`src/rtl/perip_tono.sv`:
```
// perip_tono: four-voice square-wave tone generator with a 2-bit PWM mixer.
// Ports: clk, reset (async, active-high), bus cs/addr/wr/wdata, audio_out, voice_active.
// Optional readback (rd/rdata) is enabled by defining PERIP_TONO_READBACK_EN.
`timescale 1ns/1ps
module perip_tono #(
  parameter int WIDTH = 20
) (
  input  logic        clk,
  input  logic        reset,
  input  logic        cs,
  input  logic [3:0]  addr,
  input  logic        wr,
  input  logic [31:0] wdata,
`ifdef PERIP_TONO_READBACK_EN
  input  logic        rd,
  output logic [31:0] rdata,
`endif
  output logic        audio_out,
  output logic [3:0]  voice_active
);

  logic [WIDTH-1:0] period     [4];
  logic [WIDTH-1:0] period_nxt [4];
  logic [WIDTH-1:0] cnt        [4];
  logic [3:0]       gate;
  logic [3:0]       gate_nxt;
  logic [3:0]       sq;
  logic [3:0]       per_we;
  logic [3:0]       act_nxt;
  logic             gate_we;
  logic [1:0]       pwm_cnt;
  logic [2:0]       lvl_q;
  logic [2:0]       level;

  always_comb begin
    gate_we  = cs && wr && (addr == 4'h4);
    gate_nxt = gate_we ? wdata[3:0] : gate;
    for (int i = 0; i < 4; i++) begin
      per_we[i]     = cs && wr && (addr == 4'(i));
      period_nxt[i] = per_we[i] ? wdata[WIDTH-1:0] : period[i];
      act_nxt[i]    = gate_nxt[i] && (period_nxt[i] != '0);
    end
  end

  assign level = 3'(sq[0]) + 3'(sq[1]) + 3'(sq[2]) + 3'(sq[3]);

  // A voice counts only while active before and after the edge;
  // a period write or deactivation restarts it from phase zero.
  always_ff @(posedge clk or posedge reset) begin
    if (reset) begin
      gate         <= '0;
      voice_active <= '0;
      sq           <= '0;
      for (int i = 0; i < 4; i++) begin
        period[i] <= '0;
        cnt[i]    <= '0;
      end
    end else begin
      gate         <= gate_nxt;
      voice_active <= act_nxt;
      for (int i = 0; i < 4; i++) begin
        period[i] <= period_nxt[i];
        if (per_we[i] || !voice_active[i] || !act_nxt[i]) begin
          cnt[i] <= '0;
          sq[i]  <= 1'b0;
        end else if (cnt[i] == period[i] - WIDTH'(1)) begin
          cnt[i] <= '0;
          sq[i]  <= ~sq[i];
        end else begin
          cnt[i] <= cnt[i] + WIDTH'(1);
        end
      end
    end
  end

  // Level is sampled once per 4-cycle frame so each frame
  // carries exactly lvl_q high cycles.
  always_ff @(posedge clk or posedge reset) begin
    if (reset) begin
      pwm_cnt   <= '0;
      lvl_q     <= '0;
      audio_out <= 1'b0;
    end else begin
      pwm_cnt   <= pwm_cnt + 2'd1;
      audio_out <= {1'b0, pwm_cnt} < lvl_q;
      if (pwm_cnt == 2'd3)
        lvl_q <= level;
    end
  end

`ifdef PERIP_TONO_READBACK_EN
  always_comb begin
    rdata = 32'h0;
    if (cs && rd) begin
      case (addr)
        4'h0, 4'h1,
        4'h2, 4'h3: rdata = 32'(period[addr[1:0]]);
        4'h4:       rdata = {28'h0, gate};
        default:    rdata = 32'hDEADBEEF;
      endcase
    end
  end
`endif

endmodule

```
`config.mk`:
```
export PLATFORM = sky130hd
export DESIGN_NAME = perip_tono
export DESIGN_NICKNAME = d
export VERILOG_FILES = /design/src/rtl/perip_tono.sv
export SDC_FILE = /design/constraint.sdc
export NUM_CORES = 1
export LEC_CHECK = 0
export CORE_MARGIN = 4
export CORE_UTILIZATION = 56
export DETAILED_ROUTE_END_ITERATION = 6
export PLACE_DENSITY = 0.77
export SYNTH_ARGS = -nofsm -noshare
export SYNTH_HDL_FRONTEND = slang
export SYNTH_SLANG_ARGS = --single-unit
```
`constraint.sdc`:
```
create_clock -name clk -period 6.05 [get_ports clk]
set_clock_uncertainty 0.15 [all_clocks]
set_input_delay 1.21 -clock clk [delete_from_list [all_inputs] [get_ports clk]]
set_output_delay 1.21 -clock clk [all_outputs]
set_load 0.01 [all_outputs]
```
-- Word level (Yosys, flattened, before mapping)
Cells that the tools add are included.
- bits in writable memories: 0
- memories kept: 0
- bits in read-only memories: 0
- logic and storage cells: 99
- input bits: 40
- output and inout port bits: 5
- flip-flop bits (word level): 178
- bits in latches: 0
- shift operators: 0
- add/subtract/negate cells: 12
- $mul: 0
- reduce and logical (&&, ||, !) cells: 35
- divide/modulo/power cells: 0
- $lt $le $gt $ge: 1
- eq/ne operators: 9
- multiplexer cells: 21
- bitwise gates (word level): 4
- operator list (kind ; number):
    2-to-1 mux 20 bit ; 12
    adder 20 x 1 -> 20 bit, second input constant ; 4
    equality test 20 bit ; 4
    nonzero test 20 bit ; 4
    subtractor 20 x 1 -> 20 bit, second input constant ; 4
    logical AND 1 bit ; 10
    equality test 4 x 2 -> 1 bit, second input constant ; 2
    zero test 1 bit ; 8
    logical OR 1 bit ; 8
    2-to-1 mux 1 bit ; 8
    nonzero test 2 bit ; 4
    equality test 4 x 1 -> 1 bit, second input constant ; 1
    equality test 4 x 3 -> 1 bit, second input constant ; 1
    zero test 4 bit ; 1
    2-to-1 mux 4 bit ; 1
    inverter 1 bit ; 4
    adder 2 x 1 -> 3 bit ; 1
    adder 3 x 1 -> 3 bit ; 1
    < comparator 2 x 3 -> 1 bit ; 1
    adder 1 x 1 -> 2 bit ; 1
    adder 2 x 1 -> 2 bit, second input constant ; 1
    equality test 2 bit, second input constant ; 1

-- Depth between registers and ports, before layout
Gate-level depths: netlist (run 1).
- word-level depth: 8
- gate-level depth with buffers: 11
- mapped depth without buffers: 9

-- Least setup slack after synthesis (run 1)
No wires, ideal clock.
- path type: reg2reg
- from: reg period[24] (netlist name)
- to: reg cnt[22] (netlist name)
- buffers on the path: 2
- slack: 2895 ps
- arrival time: 2869 ps
- required time: 5764 ps
- cell stages (with the launch flop): 10
- path through: dfrtp_1 > clkbuf_1 > or4_1 > nor4_1 > mux2_2 > o211a_1 > or2_2 > nor4_1 > buf_2 > nor3_1
- longest elaborated chain between the ends: 6
- elaborated cells on any way between the ends: 9
- classes of those cells: 1 x add/sub; 1 x eq/ne; 3 x mux; 4 x reduce/logical
- RTL lines (what ; RTL line ; source):
    start: declaration ; 22 ; logic [WIDTH-1:0] period [4];
    start signal: indexed assignment ; 62 ; period[i] <= period_nxt[i];
    parallel branches: the longest is 5 deep, another holds subtractor 20 x 1 -> 20 bit ; n/a ;
    2-to-1 mux 20 bit (*) ; 63 ; if (per_we[i] || !voice_active[i] || !act_nxt[i]) begin
    end signal: indexed assignment ; 70 ; cnt[i] <= cnt[i] + WIDTH'(1);
    end: declaration ; 24 ; logic [WIDTH-1:0] cnt [4];
Every way passes the cells marked *.
A chain may end at the register's enable or synchronous reset.

-- Worst setup path in the final report (run 1)
- from: reg period[0] (netlist name)
- to: reg cnt[1] (netlist name)
The elaborated chain is that of the path after synthesis.

==> qor.yml, run 1 <==
route:
  drt-pass1-iter-count: 6
  postRouteAntennaNets: 0
  routedWlPerCell_um: 18.1
  via_per_inst: 6.13
  wl_um: 24000
  vias: 8132
  drc: 0
  first_iter_violations: 686
worst_setup_path:
  crit_required_ns: 6.17
  cp_max_fo: 20
  slowest_stage: "nor3_2"
  path_class: "reg -> reg"
  reg2regPathDepth: 9
  worstPathCellList: "inv_1, ha_1, nor3b_2, a41oi_1, a41o_1, or4_1, or4_4, nor3_2, nor3b_1"
  slowest_delay_ns: 0.93
  startpoint: "period[0]"
  start_kind: "register"
  r2r_slack_ns: 2.02
  critical_path_depth: 9
  rr_endpoint: "cnt[1]"
  arrival_ns: 4.15
  end_kind: "register"
  endpoint: "cnt[1]"
  path_buf_inv: 1
  crit_family: "simple AND/OR/NAND/NOR gates"
  r2r-start: "period[0]"
logic_synthesis:
  ys_seq_elements: 178
  synth_top_area_share_pct: 41.9
  ys_warn_count: 0
  synth_adder_area_share_pct: 1.70
  synth.distinct_cells: 73
  synthSimpleGateAreaFrac_pct: 22.3
  synth_top_family_by_area: "simple AND/OR/NAND/NOR gates"
  synth_compound_area_share_pct: 6.92
  syn_inst: 1064
  synthMuxAreaShare_pct: 10.3
  yosys-top-cells-area: "dfrtp_1, mux2_2, xnor2_1, xor2_1, nor3_1"
  synth_top_area_cell: "dfrtp_1"
  syn-num-nets: 1117
  syn_avg_cell_area_um2: 9.98
  async_flop_share_pct: 100
  synth_edf_count: 0
  ys.flop_type: "dfrtp_1"
  syn_area_um2: 10600
  synth_xor_area_share_pct: 13.7
  ys_seq_area_share_pct: 41.9
clock_network:
  cts_resized: 0
  cts_tree: "done"
  clockBufferDepth: 2
  insertion_delay_ns: 0.44
  cts_htree_levels: 4
  clock_tree.root_cell: "clkbuf_16"
  cts_hold_buf: 0
  cts_sinks: 178
  cts_setup_buffers: 0
  cts_buffers: 17
  clk_pin_slew_ns: 0.07
worst_hold_path:
  hold_class: "reg -> reg"
  hp-start: "pwm_cnt[0]"
floorplanning:
  die_w_um: 146
  die-area_um2: 21200
  dieHeight_um: 146
  initial_core_util_pct: 56.8
  num_rows: 50
  core_um2: 18700
  io_pins: 45
pwr:
  peakVddDrop_v: 0.000198
  p_total_w: 0.00344
  leakage_nw: 4.79
  power.density_nw_per_um2: 292
outcome:
  status: "finished, final reports clean"
job:
  cap_violations: 0
sta:
  finalHoldViolCount: 0
  period_share_pct: 66.7
  tightest_slew_ns: 1.22
  drv_slew: 0
  rsz0062_at_grt: "no"
  finalSetupViolations: 0
  max_slew_margin_pct: 18.2
  setup_tns_ns: 0
  fmax_mhz: 248
  period_minus_slack_ns: 4.03
grt:
  antenna_found_initial: 0
  grt_max_degree: 70
  grt_pass1_vias: 7961
  grt_pass1_wl_um: 40100
  grt_usage_pct: 22.8
  grt-ovfl-total: 0
final_layout:
  multi_input_area_um2: 5860
  drive_above_1_share_pct: 14.8
  syn_to_final_growth_pct: 10.7
  nFillCells: 1501
  fin_nets: 1133
  diodes: 0
  regArea_um2: 4450
placed_design:
  gp_congestion: 0.929
  numPortBuffers: 32
  dp_hpwl_um: 16700
[per-stage QoR]
| step | std cells | utilization, % | hold slack, ns | setup WS, ns | cell area, um^2 |
|---|---|---|---|---|---|
| CTS | 1327 | 62.8 | 0.295 | 2.06 | 11800 |
| finish | 1327 | 62.8 | 0.301 | 2.02 | 11800 |
| global route | 1327 | 62.8 | 0.310 | 1.78 | 11800 |
| detailed placement | 1295 | 59.7 | 0.278 | 1.87 | 11200 |
| floorplan | 1064 | - | 0.262 | 2.41 | 10600 |
| global placement | 1295 | 59.7 | 0.282 | 1.92 | 11200 |
[final cells by class]
class	instances	share of cell area (%)
Tap cell	234	2.49
Clock buffer	18	3.65
Multi-Input combinational cell	803	49.8
Clock inverter	14	1.30
Timing Repair Buffer	43	3.64
Sequential cell	178	37.9
Inverter	37	1.21
[Yosys cell counts, types with 7 or more instances]
master and number:
a211oi_1 7, a21oi_1 20, and3_1 19, buf_2 7, clkbuf_1 35, dfrtp_1 178
ha_1 12, inv_1 37, mux2_2 89, mux2i_1 9, nand2_1 47, nand2b_1 8
nand3_1 46, nand3b_1 7, nand4_1 29, nor2_1 66, nor3_1 85, nor3b_1 7
nor4_1 21, o21ai_0 23, o31ai_1 7, or3_1 12, or4_1 18, xnor2_1 95
xor2_1 71
[cell usage in the layout, fill, tap and decap left out, types with 6 or more instances in the layout]
master / Yosys / final
nand2_1: 47 / 47
nand4_1: 29 / 29
nor3b_1: 7 / 7
a211oi_1: 7 / 7
nor2_1: 66 / 66
a21oi_1: 20 / 20
mux2i_1: 9 / 9
xnor2_1: 95 / 95
ha_1: 12 / 12
or2_2: 6 / 6
xor2_1: 71 / 71
mux2_2: 89 / 89
clkbuf_16: 0 / 17
dfrtp_1: 178 / 178
nor4_1: 21 / 19
inv_1: 37 / 36
nand3b_1: 7 / 7
and3_1: 19 / 19
nor2b_1: 6 / 6
clkdlybuf4s50_1: 0 / 32
o21ai_0: 23 / 23
nand4b_1: 6 / 6
o31ai_1: 7 / 6
or4_1: 18 / 18
nand2b_1: 8 / 8
a31oi_1: 6 / 6
nor3_1: 85 / 84
buf_4: 1 / 9
or3_1: 12 / 12
nand3_1: 46 / 46
[cells by family after synthesis]
| kind of cell | Yosys count |
|---|---|
| buffers and inverters | 83 |
| flip-flops | 178 |
| AO/OA/AOI/OAI | 107 |
| XOR/XNOR | 166 |
| AND/OR/NAND/NOR | 418 |
| multiplexers | 98 |
| adder cells (fa/ha/maj) | 14 |
[per-layer routing]
layer / vias to the layer above / part of all wire (%) / GRT usage (%)
li1: 3898 / - / -
met1: 3964 / 46 / 31.4
met2: 211 / 48 / 37.1
met3: 59 / 3.4 / 3.86
met4: 0 / 2.6 / 7.45
met5: - / 0 / 0
[registers in the layout, indices dropped and copies added, names as in the netlist]
name          flops
period           80
voice_active      4
sq                4
audio_out         1
cnt              80
lvl_q             3
pwm_cnt           2
gate              4
[worst reg2reg max path, delay by kind of cell, from the launching register on]
family | cells | cell delay (ns)
simple gates | 5 | 2.43
flops | 1 | 0.50
compound gates | 2 | 0.40
fa+ha+maj | 1 | 0.27
buf+inv | 1 | 0.10
[how the worst min path moves through the flow]
stage                            end  cells past startpoint
after floorplan           pwm_cnt[0]                      1
after global placement    pwm_cnt[0]                      1
after detailed placement  pwm_cnt[0]                      1
after CTS                 pwm_cnt[0]                      1
after global routing      pwm_cnt[0]                      1
final                     pwm_cnt[0]                      1
[report_power, final]
part           internal (W)  total (W)  leakage (nW)  switching [W]
Sequential          0.00131    0.00150          2.38       0.000196
Combinational      0.000398   0.000828          2.14       0.000430
Clock              0.000613    0.00111         0.274       0.000494
Total               0.00232    0.00344          4.79        0.00112
No activity file was read; power rests on OpenSTA's default activity.
==> inputs of run 2 (changes only) <==
Settings changed: CORE_UTILIZATION 56 to 62, PLACE_DENSITY 0.77 to 0.81.
Clock period 6.05 ns to 3.95 ns, I/O delays scaled along.
==> run 2 against run 1 <==
  * Global-route usage grew 1.8 points
  * Sequential share of layout area down 0.51 points
  * Fmax grew 14%
  * Core utilization increased by 8.5 points
  * Non-clock buffer count grew 15
  * First-iteration DRC count grew 1.3%
  * Power grew 57%
  * Final cell count is essentially flat
  * Sequential power increased by 54%
  * Die area decreased by 9.2%
  * Clock power rose by 63%
  * Critical endpoint is now sq[3]
  * Largest cell class unchanged
==> qor.yml, run 2 (synthesis gave the netlist of run 1 again) <==
outcome:
  status: "finished, final reports clean"  # unchanged
sta:
  max_slew_margin_pct: 42.6  # was 18.2%
  tightest_slew_ns: 0.860  # was 1.22 ns
  period_minus_slack_ns: 3.53  # was 4.03 ns
  finalSetupViolations: 0  # unchanged
  fmax_mhz: 283  # was 248 MHz
  drv_slew: 0  # unchanged
  setup_tns_ns: 0  # unchanged
  rsz0062_at_grt: "no"  # unchanged
  finalHoldViolCount: 0  # unchanged
  period_share_pct: 89.4  # was 66.7%
final_layout:
  final_common_cell: "dfrtp_1"  # unchanged
  final_core_util_pct: 71.4  # was 62.8%
  syn_to_final_growth_pct: 12.2  # was 10.7%
  stdcell_area_um2: 11900  # was 11800 um^2
  drive_above_1_share_pct: 16.1  # was 14.8%
  fin_nets: 1148  # was 1133
  mostFrequentLayoutCells: "dfrtp_1, xnor2_1, mux2_2"  # unchanged
  diodes: 0  # unchanged
  reg_top3: "cnt: 80 flops, period: 80 flops"  # unchanged
placed_design:
  gp_congestion: 0.942  # was 0.929
  dp_hpwl_um: 16800  # was 16700 um
  placed_area_um2: 11300  # was 11200 um^2
  numPortBuffers: 32  # unchanged
grt:
  grt_pass1_vias: 7777  # was 7961
  grt_usage_pct: 24.6  # was 22.8%
  grt_max_degree: 41  # was 70
  antenna_found_initial: 0  # unchanged
  grt_pass1_wl_um: 39300  # was 40100 um
  grt-ovfl-total: 0  # unchanged
clock_network:
  cts_htree_levels: 4  # unchanged
  insertion_delay_ns: 0.44  # about the same
  cts_buffers: 17  # unchanged
  cts_resized: 0  # unchanged
  cts_setup_buffers: 0  # unchanged
  cts_hold_buf: 0  # unchanged
  clock_tree.root_cell: "clkbuf_16"  # unchanged
  cts_sinks: 178  # unchanged
  clockBufferDepth: 2  # unchanged
  cts_tree: "done"  # unchanged
  clk_pin_slew_ns: 0.07  # about the same
worst_hold_path:
  hold_class: "reg -> reg"  # unchanged
  whs_endpoint: "pwm_cnt[0]"  # unchanged
  hold_path_depth: 1  # unchanged
  hp-start: "pwm_cnt[0]"  # unchanged
worst_setup_path:
  arrival_ns: 3.74  # was 4.15 ns
  r2r-start: "period[0]"  # unchanged
  path_class: "reg -> reg"  # unchanged
  cp_max_fo: 9  # was 20
  end_kind: "register"  # unchanged
  start_kind: "register"  # unchanged
  crit_required_ns: 4.16  # was 6.17 ns
  r2r_slack_ns: 0.42  # was 2.02 ns
  rr_endpoint: "sq[3]"  # was cnt[1]
  reg2regPathDepth: 9  # unchanged
route:
  drc: 0  # unchanged
  drt-pass1-iter-count: 7  # was 6
  routedWlPerCell_um: 17.5  # was 18.1 um
  via_per_inst: 6.09  # was 6.13
  postRouteAntennaNets: 0  # unchanged
  wl_um: 23200  # was 24000 um
  first_iter_violations: 695  # was 686
  vias: 8087  # was 8132
pwr:
  p_comb_share_pct: 23.8  # was 24.1%
  leakage_nw: 4.90  # was 4.79 nW
  power.density_nw_per_um2: 454  # was 292 nW/um^2
  clockPowerShare_pct: 33.5  # was 32.2%
  p_int_w: 0.00373  # was 0.00232 W
  p_sw_w: 0.00167  # was 0.00112 W
  swShare_pct: 31.0  # was 32.6%
  seq_power_share_pct: 42.7  # was 43.7%
  peakVddDrop_v: 0.000339  # was 0.000198 V
floorplanning:
  initial_core_util_pct: 63.6  # was 56.8%
  core_um2: 16700  # was 18700 um^2
  die-area_um2: 19300  # was 21200 um^2
  die_w_um: 139  # was 146 um
  num_rows: 47  # was 50
  dieHeight_um: 139  # was 146 um
  io_pins: 45  # unchanged
job:
  cap_violations: 0  # unchanged
[run 2: cell types whose count changed in the layout (fill, tap and decap cells not counted)]
cell       change
clkbuf_1       -1
buf_4         +14
clkinv_2       +1
clkinv_4       -1
buf_12         +1
inv_6          -3
clkbuf_8       +2
bufinv_16      +2
[run 2: layer usage]
layer / part of all wire [%] / GRT usage, % / vias to the layer above / wire length [um]
li1: - / - / 3910 / -
met1: 46 / 34.5 / 3927 / 10700
met2: 47 / 39.2 / 199 / 10900
met3: 3.9 / 4.00 / 51 / 904
met4: 2.8 / 8.70 / 0 / 658
met5: 0 / 0 / - / 0
[run 2: area by class of cell]
cell class	instances	area (um^2)
multi-input combinational	803	5860
fill	1196	4780
sequential	178	4450
timing repair buffer	58	553
clock buffer	19	453
tap	220	275
clock inverter	13	183
inverter	37	143
[run 2: how the worst max path moves through the flow]
stage | depth (start not counted) | start | to | slack (ns)
finish | 9 | period[0] | sq[3] | 0.42
global route | 9 | period[0] | sq[3] | 0.25
CTS | 9 | period[0] | sq[3] | 0.44
detailed placement | 10 | period[20] | cnt[22] | 0.49
global placement | 10 | period[20] | cnt[21] | 0.57
floorplan | 1 | reset | audio_out | 0.73
[run 2: through the flow]
stage,setup slack (ns),total power (W),instances,hold slack [ns]
after floorplan,0.729,0.00323,1064,0.262
after global placement,0.565,0.00355,1296,0.282
after detailed placement,0.494,0.00359,1296,0.283
after CTS,0.436,0.00541,1328,0.295
after global routing,0.250,0.00567,1328,0.334
final,0.419,0.00541,1328,0.294
[run 2: critical path, stage by stage, from the launching register on]
cell     delay, ns
dfrtp_1       0.51
inv_1         0.10
ha_1          0.27
nor3b_2       0.44
a41oi_1       0.21
a41o_1        0.23
or4_1         0.42
or4_4         0.57
or4_4         0.43
a21oi_2       0.14
[run 2: power by group through the flow]
stage | clock, W | sequential (W) | combinational (W)
floorplan | 0 | 0.00220 | 0.00103
global placement | 0 | 0.00231 | 0.00123
detailed placement | 0 | 0.00232 | 0.00126
CTS | 0.00183 | 0.00230 | 0.00128
global route | 0.00192 | 0.00234 | 0.00142
finish | 0.00181 | 0.00231 | 0.00129
==> inputs of run 3 (changes only) <==
Settings changed: CORE_UTILIZATION 62 to 66, CTS_BUF_LIST set to sky130_fd_sc_hd__clkbuf_16, PLACE_DENSITY 0.81 to 0.86.
Clock period 3.95 ns to 4.5 ns, I/O delays scaled along.
==> run 3 against run 2 <==
  * Register-to-register slack gained 0.32 ns
  * Final cell count shrank 1.2%
  * Global-route usage grew 3.6 points
  * Largest cell class unchanged
  * Critical path type unchanged
  * Final area shrank 1.2%
  * Sequential share of layout area grew 0.46 points
  * Hold slack gained 0.011 ns
  * Non-clock buffer count shrank 12
  * Clock power shrank 15%
==> qor.yml, run 3 (synthesis gave the netlist of run 1 again) <==
sta:
  max_slew_margin_pct: 36.3  # was 42.6%
  tightest_slew_ns: 0.954  # was 0.860 ns
  period_minus_slack_ns: 3.76  # was 3.53 ns
  drv_slew: 0  # unchanged
  rsz0062_at_grt: "no"  # unchanged
  finalHoldViolCount: 0  # unchanged
  timing.hold.ws_ns: 0.304  # was 0.294 ns
  period_share_pct: 83.6  # was 89.4%
  fmax_mhz: 266  # was 283 MHz
  setup_tns_ns: 0  # unchanged
  finalSetupViolations: 0  # unchanged
worst_setup_path:
  crit_required_ns: 4.68  # was 4.16 ns
  slowest_delay_ns: 0.60  # was 0.57 ns
  start_kind: "register"  # unchanged
  critical_path_depth: 10  # was 9
  endpoint: "cnt[79]"  # was sq[3]
  r2r-start: "period[60]"  # was period[0]
  end_kind: "register"  # unchanged
  startpoint: "period[60]"  # was period[0]
  reg2regPathDepth: 10  # was 9
  r2r_slack_ns: 0.74  # was 0.42 ns
  cp_max_fo: 20  # was 9
  arrival_ns: 3.94  # was 3.74 ns
  path_class: "reg -> reg"  # unchanged
  slowest_stage: "or4_1"  # was or4_4
  worstPathCellList: "inv_1, ha_1, nor3b_2, nand4_1, a2111oi_0, o211ai_1, or4_1, o31ai_2, buf_4, nor2_1"  # was inv_1, ha_1, nor3b_2, a41oi_1, a41o_1, or4_1, or4_4, or4_4, a21oi_2
  crit_family: "simple AND/OR/NAND/NOR gates"  # unchanged
  rr_endpoint: "cnt[79]"  # was sq[3]
  path_buf_inv: 2  # was 1
pwr:
  p_sw_w: 0.00149  # was 0.00167 W
  p_comb_share_pct: 24.0  # was 23.8%
  swShare_pct: 31.7  # was 31.0%
  p_int_w: 0.00321  # was 0.00373 W
  seq_power_share_pct: 43.2  # was 42.7%
  leakage_nw: 4.83  # was 4.90 nW
  clockPowerShare_pct: 32.7  # was 33.5%
  power.density_nw_per_um2: 399  # was 454 nW/um^2
  peakVddDrop_v: 0.000318  # was 0.000339 V
route:
  wl_um: 24800  # was 23200 um
  first_iter_violations: 682  # was 695
  vias: 8421  # was 8087
  routedWlPerCell_um: 18.9  # was 17.5 um
  postRouteAntennaNets: 0  # unchanged
  via_per_inst: 6.42  # was 6.09
  drt-pass1-iter-count: 5  # was 7
  wl_met1_um: 10800  # was 10700 um
  drc: 0  # unchanged
  met3_length_um: 1300  # was 904 um
  dr.max_layer_used: "met4"  # unchanged
  dr_wl_met2_um: 11900  # was 10900 um
clock_network:
  cts_hold_buf: 0  # unchanged
  cts_buffers: 17  # unchanged
  clock_tree.root_cell: "clkbuf_16"  # unchanged
  insertion_delay_ns: 0.45  # was 0.44 ns
  cts_tree: "done"  # unchanged
  clockBufferDepth: 2  # unchanged
  cts_sinks: 178  # unchanged
  cts_setup_buffers: 0  # unchanged
  cts_htree_levels: 4  # unchanged
  clk_pin_slew_ns: 0.06  # was 0.07 ns
  cts_resized: 0  # unchanged
floorplanning:
  io_pins: 45  # unchanged
  initial_core_util_pct: 67.1  # was 63.6%
  core_um2: 15800  # was 16700 um^2
  dieHeight_um: 135  # was 139 um
  die-area_um2: 18200  # was 19300 um^2
  num_rows: 46  # was 47
  die_w_um: 135  # was 139 um
grt:
  antenna_found_initial: 0  # unchanged
  grt_max_degree: 89  # was 41
  grt-ovfl-total: 0  # unchanged
  grt_pass1_wl_um: 40900  # was 39300 um
  grt_pass1_vias: 8063  # was 7777
  grt_usage_pct: 28.2  # was 24.6%
placed_design:
  gp_congestion: 0.900  # was 0.942
  dp_hpwl_um: 16700  # was 16800 um
  numPortBuffers: 32  # unchanged
  dp_cells: 1280  # was 1296
final_layout:
  final_cell_count_no_fill: 1312  # was 1328
  fin_nets: 1136  # was 1148
  drive_above_1_share_pct: 14.6  # was 16.1%
  multi_input_area_um2: 5860  # unchanged
  reg_top3: "cnt: 80 flops, period: 80 flops"  # unchanged
  diodes: 0  # unchanged
  nFillCells: 1088  # was 1196
  regArea_um2: 4450  # unchanged
  mostFrequentLayoutCells: "dfrtp_1, xnor2_1, mux2_2"  # unchanged
  syn_to_final_growth_pct: 10.9  # was 12.2%
  final_common_cell: "dfrtp_1"  # unchanged
job:
  cap_violations: 0  # unchanged
worst_hold_path:
  hold_class: "reg -> reg"  # unchanged
outcome:
  status: "finished, final reports clean"  # unchanged
-- run 3: cell count changes in the layout (fill, tap and decap cells not counted), sizes merged --
cell / delta
clkinvlp: -3
buf: -12
clkbuf: -2
inv: +1
clkinv: +4
-- run 3: final cells by class --
type | instances | share of cell area (%)
Multi-Input combinational cell | 803 | 49.7
Sequential cell | 178 | 37.8
Clock buffer | 17 | 3.61
Timing Repair Buffer | 46 | 3.83
Tap cell | 216 | 2.30
Inverter | 37 | 1.21
Clock inverter | 15 | 1.48
-- run 3: worst min path at each step --
stage | start | endpoint | slack, ns | cells after the start
CTS | pwm_cnt[0] | pwm_cnt[0] | 0.30 | 1
finish | pwm_cnt[0] | pwm_cnt[0] | 0.30 | 1
detailed placement | pwm_cnt[0] | pwm_cnt[0] | 0.29 | 1
global route | pwm_cnt[0] | pwm_cnt[0] | 0.32 | 1
floorplan | pwm_cnt[0] | pwm_cnt[0] | 0.26 | 1
global placement | pwm_cnt[0] | pwm_cnt[0] | 0.28 | 1
-- run 3: power groups by stage --
stage,logic [W],clock network (W),registers [W]
after CTS,0.00112,0.00154,0.00202
after floorplan,0.000904,0,0.00193
after global placement,0.00105,0,0.00203
final,0.00113,0.00154,0.00203
after detailed placement,0.00108,0,0.00204
after global routing,0.00124,0.00161,0.00206
-- run 3: metrics by stage --
| step | cell area, um^2 | utilization [%] | power, W | setup WS, ns |
|---|---|---|---|---|
| floorplan | 10600 | - | 0.00284 | 1.17 |
| global placement | 11200 | 70.6 | 0.00308 | 1.02 |
| detailed placement | 11200 | 70.6 | 0.00312 | 0.946 |
| CTS | 11800 | 74.4 | 0.00467 | 0.724 |
| global route | 11800 | 74.4 | 0.00490 | 0.393 |
| finish | 11800 | 74.4 | 0.00470 | 0.738 |
-- run 3: layer usage --
layer | vias to the layer above | track usage, %
li1 | 3894 | -
met5 | - | 0
met1 | 4143 | 38.6
met2 | 310 | 45.6
met4 | 0 | 11.7
met3 | 74 | 3.95
